===== src/rtl/uart_fifo_xcvr.sv =====
// uart_fifo_xcvr: full-duplex UART with TX/RX FIFOs, optional parity, 1/2 stop bits and sticky RX errors.
// TX output is registered, so ser_tx trails the TX state by one clock.
module uart_fifo_xcvr #(
    parameter int CLKS_PER_BIT = 4167,
    parameter int DATA_BITS    = 8,
    parameter int FIFO_DEPTH   = 8,
    parameter int PARITY_EN    = 0,
    parameter int PARITY_ODD   = 0,
    parameter int STOP_BITS    = 1
) (
    input  logic                 clock,
    input  logic                 resetb,
    input  logic                 tx_valid,
    input  logic [DATA_BITS-1:0] tx_data,
    output logic                 tx_ready,
    output logic                 tx_busy,
    output logic                 ser_tx,
    input  logic                 ser_rx,
    output logic                 rx_valid,
    output logic [DATA_BITS-1:0] rx_data,
    input  logic                 rx_ready,
    output logic                 rx_frame_err,
    output logic                 rx_parity_err,
    output logic                 rx_overrun,
    input  logic                 err_clear
);
    localparam int AW = $clog2(FIFO_DEPTH);
    localparam int CW = $clog2(CLKS_PER_BIT);
    localparam logic [CW-1:0] BIT_END = CW'(CLKS_PER_BIT - 1);
    localparam logic [CW-1:0] HALF_END = CW'(CLKS_PER_BIT / 2 - 1);
    localparam logic [3:0] DATA_END = 4'(DATA_BITS - 1);
    localparam logic [3:0] STOP_END = 4'(STOP_BITS - 1);
    localparam logic PAR_EN = 1'(PARITY_EN);
    localparam logic PAR_ODD = 1'(PARITY_ODD);
    typedef enum logic [2:0] {IDLE, START, DATA, PAR, STOP} state_t;

    logic [DATA_BITS-1:0] tx_mem [FIFO_DEPTH];
    logic [DATA_BITS-1:0] rx_mem [FIFO_DEPTH];
    logic [AW:0] tx_wp_q, tx_rp_q, rx_wp_q, rx_rp_q;
    logic tx_empty, tx_full, tx_push, tx_pop, rx_full, rx_push, rx_pop;
    state_t tx_state_q, tx_state_d, rx_state_q, rx_state_d;
    logic [CW-1:0] tx_cnt_q, tx_cnt_d, rx_cnt_q, rx_cnt_d;
    logic [3:0] tx_bit_q, tx_bit_d, rx_bit_q, rx_bit_d;
    logic [DATA_BITS-1:0] tx_sh_q, tx_sh_d, rx_sh_q, rx_sh_d;
    logic tx_par_q, tx_par_d, rx_par_q, rx_par_d, ser_tx_q, ser_tx_d;
    logic rx_s1_q, rx_s2_q, rx_s3_q, tx_bit_end, rx_hit, rx_done;
    logic frame_set, par_set, ovr_set, rx_ok;
    logic frame_q, par_q, ovr_q;

    assign tx_empty = tx_wp_q == tx_rp_q;
    assign tx_full  = (tx_wp_q[AW] != tx_rp_q[AW]) && (tx_wp_q[AW-1:0] == tx_rp_q[AW-1:0]);
    assign tx_ready = ~tx_full;
    assign tx_push  = tx_valid & ~tx_full;
    assign tx_busy  = (tx_state_q != IDLE) | ~tx_empty;
    assign ser_tx   = ser_tx_q;
    assign rx_valid = rx_wp_q != rx_rp_q;
    assign rx_full  = (rx_wp_q[AW] != rx_rp_q[AW]) && (rx_wp_q[AW-1:0] == rx_rp_q[AW-1:0]);
    assign rx_data  = rx_valid ? rx_mem[rx_rp_q[AW-1:0]] : '0;
    assign rx_pop   = rx_valid & rx_ready;
    assign rx_frame_err  = frame_q;
    assign rx_parity_err = par_q;
    assign rx_overrun    = ovr_q;

    always_ff @(posedge clock or negedge resetb) begin
        if (!resetb) begin
            tx_wp_q <= '0; tx_rp_q <= '0; rx_wp_q <= '0; rx_rp_q <= '0;
            tx_state_q <= IDLE; tx_cnt_q <= '0; tx_bit_q <= '0; tx_sh_q <= '0; tx_par_q <= 1'b0;
            rx_state_q <= IDLE; rx_cnt_q <= '0; rx_bit_q <= '0; rx_sh_q <= '0; rx_par_q <= 1'b0;
            ser_tx_q <= 1'b1; rx_s1_q <= 1'b1; rx_s2_q <= 1'b1; rx_s3_q <= 1'b1;
            frame_q <= 1'b0; par_q <= 1'b0; ovr_q <= 1'b0;
        end else begin
            tx_wp_q <= tx_wp_q + {{AW{1'b0}}, tx_push};
            tx_rp_q <= tx_rp_q + {{AW{1'b0}}, tx_pop};
            rx_wp_q <= rx_wp_q + {{AW{1'b0}}, rx_push};
            rx_rp_q <= rx_rp_q + {{AW{1'b0}}, rx_pop};
            tx_state_q <= tx_state_d; tx_cnt_q <= tx_cnt_d; tx_bit_q <= tx_bit_d;
            tx_sh_q <= tx_sh_d; tx_par_q <= tx_par_d; ser_tx_q <= ser_tx_d;
            rx_state_q <= rx_state_d; rx_cnt_q <= rx_cnt_d; rx_bit_q <= rx_bit_d;
            rx_sh_q <= rx_sh_d; rx_par_q <= rx_par_d;
            rx_s1_q <= ser_rx; rx_s2_q <= rx_s1_q; rx_s3_q <= rx_s2_q;
            frame_q <= frame_set | (frame_q & ~err_clear);
            par_q <= par_set | (par_q & ~err_clear);
            ovr_q <= ovr_set | (ovr_q & ~err_clear);
        end
    end

    always_ff @(posedge clock) begin
        if (tx_push) tx_mem[tx_wp_q[AW-1:0]] <= tx_data;
        if (rx_push) rx_mem[rx_wp_q[AW-1:0]] <= rx_sh_q;
    end

    always_comb begin
        tx_bit_end = tx_cnt_q == BIT_END;
        tx_state_d = tx_state_q;
        tx_cnt_d = (tx_state_q == IDLE || tx_bit_end) ? '0 : tx_cnt_q + 1'b1;
        tx_bit_d = tx_bit_q;
        tx_sh_d = tx_sh_q;
        tx_par_d = tx_par_q;
        tx_pop = 1'b0;
        case (tx_state_q)
            IDLE: begin
                tx_pop = ~tx_empty;
                tx_state_d = tx_empty ? IDLE : START;
            end
            START: begin
                tx_state_d = tx_bit_end ? DATA : START;
                tx_bit_d = tx_bit_end ? '0 : tx_bit_q;
            end
            DATA: if (tx_bit_end) begin
                tx_sh_d = tx_sh_q >> 1;
                tx_bit_d = (tx_bit_q == DATA_END) ? '0 : tx_bit_q + 1'b1;
                tx_state_d = (tx_bit_q != DATA_END) ? DATA : PAR_EN ? PAR : STOP;
            end
            PAR: if (tx_bit_end) begin
                tx_state_d = STOP;
                tx_bit_d = '0;
            end
            STOP: if (tx_bit_end) begin
                tx_bit_d = tx_bit_q + 1'b1;
                if (tx_bit_q == STOP_END) begin
                    tx_pop = ~tx_empty;
                    tx_state_d = tx_empty ? IDLE : START;
                end
            end
            default: tx_state_d = IDLE;
        endcase
        if (tx_pop) begin
            tx_sh_d = tx_mem[tx_rp_q[AW-1:0]];
            tx_par_d = ^tx_mem[tx_rp_q[AW-1:0]] ^ PAR_ODD;
        end
    end

    always_comb ser_tx_d = (tx_state_q == START) ? 1'b0 : (tx_state_q == DATA) ? tx_sh_q[0] :
                           (tx_state_q == PAR) ? tx_par_q : 1'b1;

    // START waits half a bit from the synchronised falling edge, later bits a full bit each
    always_comb begin
        rx_hit = rx_cnt_q == ((rx_state_q == START) ? HALF_END : BIT_END);
        rx_state_d = rx_state_q;
        rx_cnt_d = (rx_state_q == IDLE || rx_hit) ? '0 : rx_cnt_q + 1'b1;
        rx_bit_d = rx_bit_q;
        rx_sh_d = rx_sh_q;
        rx_par_d = rx_par_q;
        rx_done = 1'b0;
        case (rx_state_q)
            IDLE: rx_state_d = (rx_s3_q & ~rx_s2_q) ? START : IDLE;
            START: if (rx_hit) begin
                rx_state_d = rx_s2_q ? IDLE : DATA;
                rx_bit_d = '0;
            end
            DATA: if (rx_hit) begin
                rx_sh_d = {rx_s2_q, rx_sh_q[DATA_BITS-1:1]};
                rx_bit_d = (rx_bit_q == DATA_END) ? '0 : rx_bit_q + 1'b1;
                rx_state_d = (rx_bit_q != DATA_END) ? DATA : PAR_EN ? PAR : STOP;
            end
            PAR: if (rx_hit) begin
                rx_par_d = rx_s2_q;
                rx_state_d = STOP;
            end
            STOP: if (rx_hit) begin
                rx_done = 1'b1;
                rx_state_d = IDLE;
            end
            default: rx_state_d = IDLE;
        endcase
    end

    always_comb begin
        frame_set = rx_done & ~rx_s2_q;
        par_set = rx_done & PAR_EN & (rx_par_q ^ (^rx_sh_q) ^ PAR_ODD);
        rx_ok = rx_done & ~frame_set & ~par_set;
        rx_push = rx_ok & (~rx_full | rx_pop);
        ovr_set = rx_ok & rx_full & ~rx_pop;
    end
endmodule


===== config.mk =====
export PLATFORM = sky130hd
export DESIGN_NAME = uart_fifo_xcvr
export DESIGN_NICKNAME = d
export VERILOG_FILES = /design/src/rtl/uart_fifo_xcvr.sv
export SDC_FILE = /design/constraint.sdc
export NUM_CORES = 1
export LEC_CHECK = 0
export CORE_UTILIZATION = 35
export DETAILED_ROUTE_END_ITERATION = 10
export PLACE_DENSITY = 0.58
export SETUP_SLACK_MARGIN = 0.02
export SKIP_LAST_GASP = 1
export SLEW_MARGIN = 0
export SYNTH_ARGS = -nofsm -noshare
export SYNTH_HDL_FRONTEND = slang
export SYNTH_SLANG_ARGS = --single-unit
export TNS_END_PERCENT = 50

===== constraint.sdc =====
create_clock -name clock -period 3.8 [get_ports clock]
set_clock_uncertainty 0.2 [all_clocks]
set_input_delay 0.57 -clock clock [delete_from_list [all_inputs] [get_ports clock]]
set_output_delay 0.57 -clock clock [all_outputs]
set_load 0.05 [all_outputs]

# Word-level counts from Yosys, hierarchy flattened

Memory sizes are Yosys's and may differ from the RTL's.
Index checks and enable logic that the tools add are counted.

Mux-type cells: 44
Reduce and logical (&&, ||, !) cells: 20
Equality and inequality tests: 29
Add/sub/neg operators: 8
Bitwise gates (word level): 22

Operator list:

| operator                | number |
|---|---|
| $mux W13                | 3 |
| $mux W8                 | 4 |
| $mux W3                 | 10 |
| $pmux W3 S5             | 2 |
| $mux W4                 | 7 |
| $add A13 B1 Y13 const B | 2 |
| $add A4 B1 Y4           | 4 |
| $ne A2 B2 Y1 const B    | 8 |
| $eq A13 B13 Y1          | 1 |
| $eq A13 B13 Y1 const B  | 1 |
| $mux W1                 | 13 |
| $eq A3 B2 Y1 const B    | 4 |
| $pmux W4 S3             | 1 |
| $reduce_and A4 Y1       | 3 |
| $and A1 B1 Y1           | 11 |
| $add A4 B1 Y4 const B   | 2 |
| $eq A4 B3 Y1 const B    | 2 |
| $ne A4 B3 Y1 const B    | 2 |
| $pmux W4 S2             | 1 |
| $reduce_xor A8 Y1       | 1 |
| $not A1 Y1              | 7 |
| $eq A3 B1 Y1 const B    | 2 |
| $eq A3 B3 Y1            | 2 |
| $eq A3 B3 Y1 const B    | 2 |
| other kinds (16)        | 28 |

Bits in writable memories: 128
Input port bits: 14
Bits in registers: 80
Memories kept: 2

Memories:

| memory | words | bits a word | read ports | clocked after Yosys merged registers in | write ports | line | RTL |
|---|---|---|---|---|---|---|---|
| rx_mem | 8     | 8           | 1          | 0                                       | 1           | 38   | `logic [DATA_BITS-1:0] rx_mem [FIFO_DEPTH];` |
| tx_mem | 8     | 8           | 1          | 0                                       | 1           | 37   | `logic [DATA_BITS-1:0] tx_mem [FIFO_DEPTH];` |

# Logic depth before layout (Yosys ltp)

Depth in word-level cells: 11
Mapped depth: 11
Gate-level depth less buffers: 11

# Least setup slack after synthesis

No wires, ideal clock.

Kind: flip-flop to flip-flop
Start point: reg rx_cnt_q[0]
End point: mem rx_mem[4][0], enable pin
Library setup time: 398 ps
Path buffers: 0
Setup slack: 616 ps
Stages on the path, launching flop included: 9
Arrival time: 2586 ps
Path through: dfrtp_1 > inv_1 > ha_1 > or4b_1 > nor4_1 > o21ai_1 > nor2_1 > nand3_1 > nor4b_1

Word-level cells in the longest chain between the ends: 9

RTL lines:

| element                         | line | RTL |
|---|---|---|
| start: declaration              | 42   | `logic [CW-1:0] tx_cnt_q, tx_cnt_d, rx_cnt_q, rx_cnt_d;` |
| start signal: assignment        | 78   | `rx_state_q <= rx_state_d; rx_cnt_q <= rx_cnt_d; rx_bit_q <= rx_bit_d;` |
| $eq A13 B13 Y1 *                | 138  | `rx_hit = rx_cnt_q == ((rx_state_q == START) ? HALF_END : BIT_END);` |
| $mux W1 *                       | 160  | `STOP: if (rx_hit) begin` |
| $mux W1 *                       | 145  | `case (rx_state_q)` |
| $and A1 B1 Y1                   | 169  | `frame_set = rx_done & ~rx_s2_q;` |
| $not A1 Y1                      | 171  | `rx_ok = rx_done & ~frame_set & ~par_set;` |
| $and A1 B1 Y1 *                 | 171  |  |
| $and A1 B1 Y1 *                 | 172  | `rx_push = rx_ok & (~rx_full \| rx_pop);` |
| $mux W1 *                       | 89   | `if (rx_push) rx_mem[rx_wp_q[AW-1:0]] <= rx_sh_q;` |
| $mux W1 (not written as such) * | 89   |  |
| end: declaration                | 38   |  |

Mark *: on every way between the ends. The rest lies on a longest branch, timed or not.

# Worst setup path in the final report

Start point: reg rx_rp_q[0]
End point: out rx_data[0]

Word-level cells in the longest chain between the ends: 2
Elaborated cells between the ends (all ways): 3

RTL lines:

| element                                       | line | RTL |
|---|---|---|
| start: declaration                            | 39   | `logic [AW:0] tx_wp_q, tx_rp_q, rx_wp_q, rx_rp_q;` |
| start signal: assignment                      | 75   | `rx_rp_q <= rx_rp_q + {{AW{1'b0}}, rx_pop};` |
| $mem_v2 Z8 W8 or $ne A4 B4 Y1 (tied branches) | -    |  |
| $mux W8 *                                     | 58   | `assign rx_data = rx_valid ? rx_mem[rx_rp_q[AW-1:0]] : '0;` |
| end: declaration                              | 20   | `output logic [DATA_BITS-1:0] rx_data,` |

Marks and branches as above.

==> results.yml <==
synth:
  synthTopCellsByArea: "edfxtp_1 43%, dfrtp_1 21%, mux4_1 4.4%"
  syn_area_um2: 8860
  synth-seq-cells: 208
  syn_nets: 615
  synthArstFlopShare: 0.385
  ys.flop_type: "edfxtp_1"
  ys_top_cells_by_count: "128 x edfxtp_1, 76 x dfrtp_1, 55 x nor2_1"
  yosys.area.top_type: "edfxtp_1"
  yosysUniqueCellTypes: 57
  post-synth-top-count-cell: "edfxtp_1"
  synth.avg_cell_area_um2: 15.1
  synth_edf_count: 128
  synth.top_cell.area_share: 0.434
  ys_seq_area_frac: 0.660
  syn_inst: 586
  yosys_warnings: 0
timing:
  period_share: 0.915
  finalSetupTns_ns: 0
  period_needed_ns: 3.48
  slew_headroom: 0.313
  tightest_slew_ns: 1.03
  rsz0062_at_grt: "no"
  whs_ns: 0.0253
  setup_viol: 0
  fmax_mhz: 288
  hold_viol: 0
  drv_slew: 0
  setup_ws_ns: 0.324
place:
  place_congestion: 0.788
  port_buffers: 28
  place_ws_ns: 0.508
  dp_cells: 933
  dp_hpwl_mm: 10.8
  place_area_um2: 9540
cells_and_area:
  drive_gt1_frac: 0.142
  area_growth_syn_to_layout_pct: 16.4
  nets: 663
  antennaDiodeCount: 0
  fin_area_um2: 10300
  post-route-util: 0.419
  finalNonFillerCells: 974
floorplan:
  dieArea_um2: 26000
  initial_core_util: 0.360
  die_y_um: 161
  num_io_pins: 29
  die_w_um: 161
  rows: 57
  core_area_um2: 24600
setup_path:
  crit_fanout: 18
  crit_chain: "buf_4 > mux4_2 > mux2i_1 > nor2_1 > clkdlybuf4s50_1"
  cp-end-kind: "output port"
  startpoint_type: "flip-flop"
  crit_type: "flip-flop to output port"
  r2r_cells: 9
  slowest_stage: "clkdlybuf4s50_1"
  arrival_ns: 2.71
  worstPathRequired_ns: 3.03
  max_stage_delay_ns: 0.71
route:
  wl_per_cell_um: 16.9
  vias: 4846
  drt-vias-per-instance: 4.98
  ant_nets: 0
  finalWirelength_mm: 16.4
  first_pass_iters: 5
  drt_iter0_drc: 223
  drc_errors: 0
power:
  p_leak_nw: 4.14
  ir_drop_mv: 0.457
  p_total_mw: 6.71
  power_density_nw_per_um2: 651
grt:
  grt_pass1_wl_mm: 27.4
  grt_max_degree: 81
  antenna_found_initial: 0
  grt_pass1_vias: 5081
  overflow: 0
  grtUsageTotal: 0.133
clock_tree:
  clock-sinks: 208
  post_cts_buffers: 0
  cts.path.max_buffers: 3
  root_buffer: "clkbuf_16"
  cts_buffers: 23
  path_clk_slew_ns: 0.06
  cts_tree: "yes"
  htree_levels: 1
  clk_latency_ns: 0.51
hold_path:
  min-delay-path-class: "primary input to asynchronous set/reset pin"
outcome:
  outcome: "finished, final reports clean"
job:
  cap_violations: 0
## worst max-delay path, delay by kind of cell, from the launching register on
kind | cells | cell delay, ns
muxes | 2 | 0.78
and+or+nand+nor | 1 | 0.06
DFF | 1 | 0.32
buffers and inverters | 2 | 1.02
## per-layer routing
| metal | part of all wire | routed length [um] | track usage |
|---|---|---|---|
| met5 | 0 | 0 | 0 |
| met4 | 0.028 | 453 | 0.0455 |
| met3 | 0.042 | 689 | 0.0241 |
| met2 | 0.49 | 8090 | 0.228 |
| met1 | 0.44 | 7190 | 0.171 |
## report_power, final
part	total [mW]	switching (mW)	internal (mW)
Combinational	1.52	0.784	0.741
Clock	2.26	0.863	1.40
Sequential	2.92	0.235	2.69
Total	6.71	1.88	4.83
## sequential cells by signal (all words and copies together) (netlist names), 8 cells and up
signal and cells:
rx_cnt_q 13, rx_mem 64, rx_sh_q 8, tx_cnt_q 13
tx_mem 64, tx_sh_q 8
## area by class of cell
type	instances	area, um2
Clock buffer	28	604
Clock inverter	13	165
Fill cell	2249	14300
Inverter	19	71.3
Multi-Input combinational cell	335	2800
Sequential cell	208	5850
Tap cell	324	405
Timing Repair Buffer	47	420
## cells in the final DEF, fill, tap and decap left out, types with 18 or more instances in the layout
cell / count
nand2_1: 37
edfxtp_1: 128
inv_1: 18
buf_4: 20
clkbuf_16: 23
clkdlybuf4s50_1: 27
xor2_1: 23
nor2_1: 55
dfrtp_1: 76
nand3_1: 24
xnor2_1: 23
## final timing paths
kind	from	to	slack (ns)
setup / recovery	rx_rp_q[0]	rx_data[0]	0.32
hold reg to reg	rx_s1_q	rx_s2_q	0.16
setup reg to reg	rx_cnt_q[0]	rx_mem[3][0]	0.58
max in group asynchronous	resetb	tx_rp_q[3]	2.69
min in group clock	rx_s1_q	rx_s2_q	0.16
hold / removal	resetb	rx_cnt_q[7]	0.03
## kinds of logic (layout without fill, tap and decap cells)
logic type                 Yosys count  in the layout  synth area share
DFF                                208            208             0.660
and+or+nand+nor                    175            175            0.0998
adders and majority gates           15             15            0.0212
muxes                               57             57             0.117
xor gates and xnor gates            47             47            0.0473
buffers and inverters               43            107            0.0246
AOI/OAI and AO/OA                   41             41            0.0296
## what timing repair did
action / CTS / global route
gates resized for setup: 0 / 1
endpoints found under the setup margin: 0 / 9
hold buffers: 0 / 0
No activity file was read; power rests on OpenSTA's default activity.
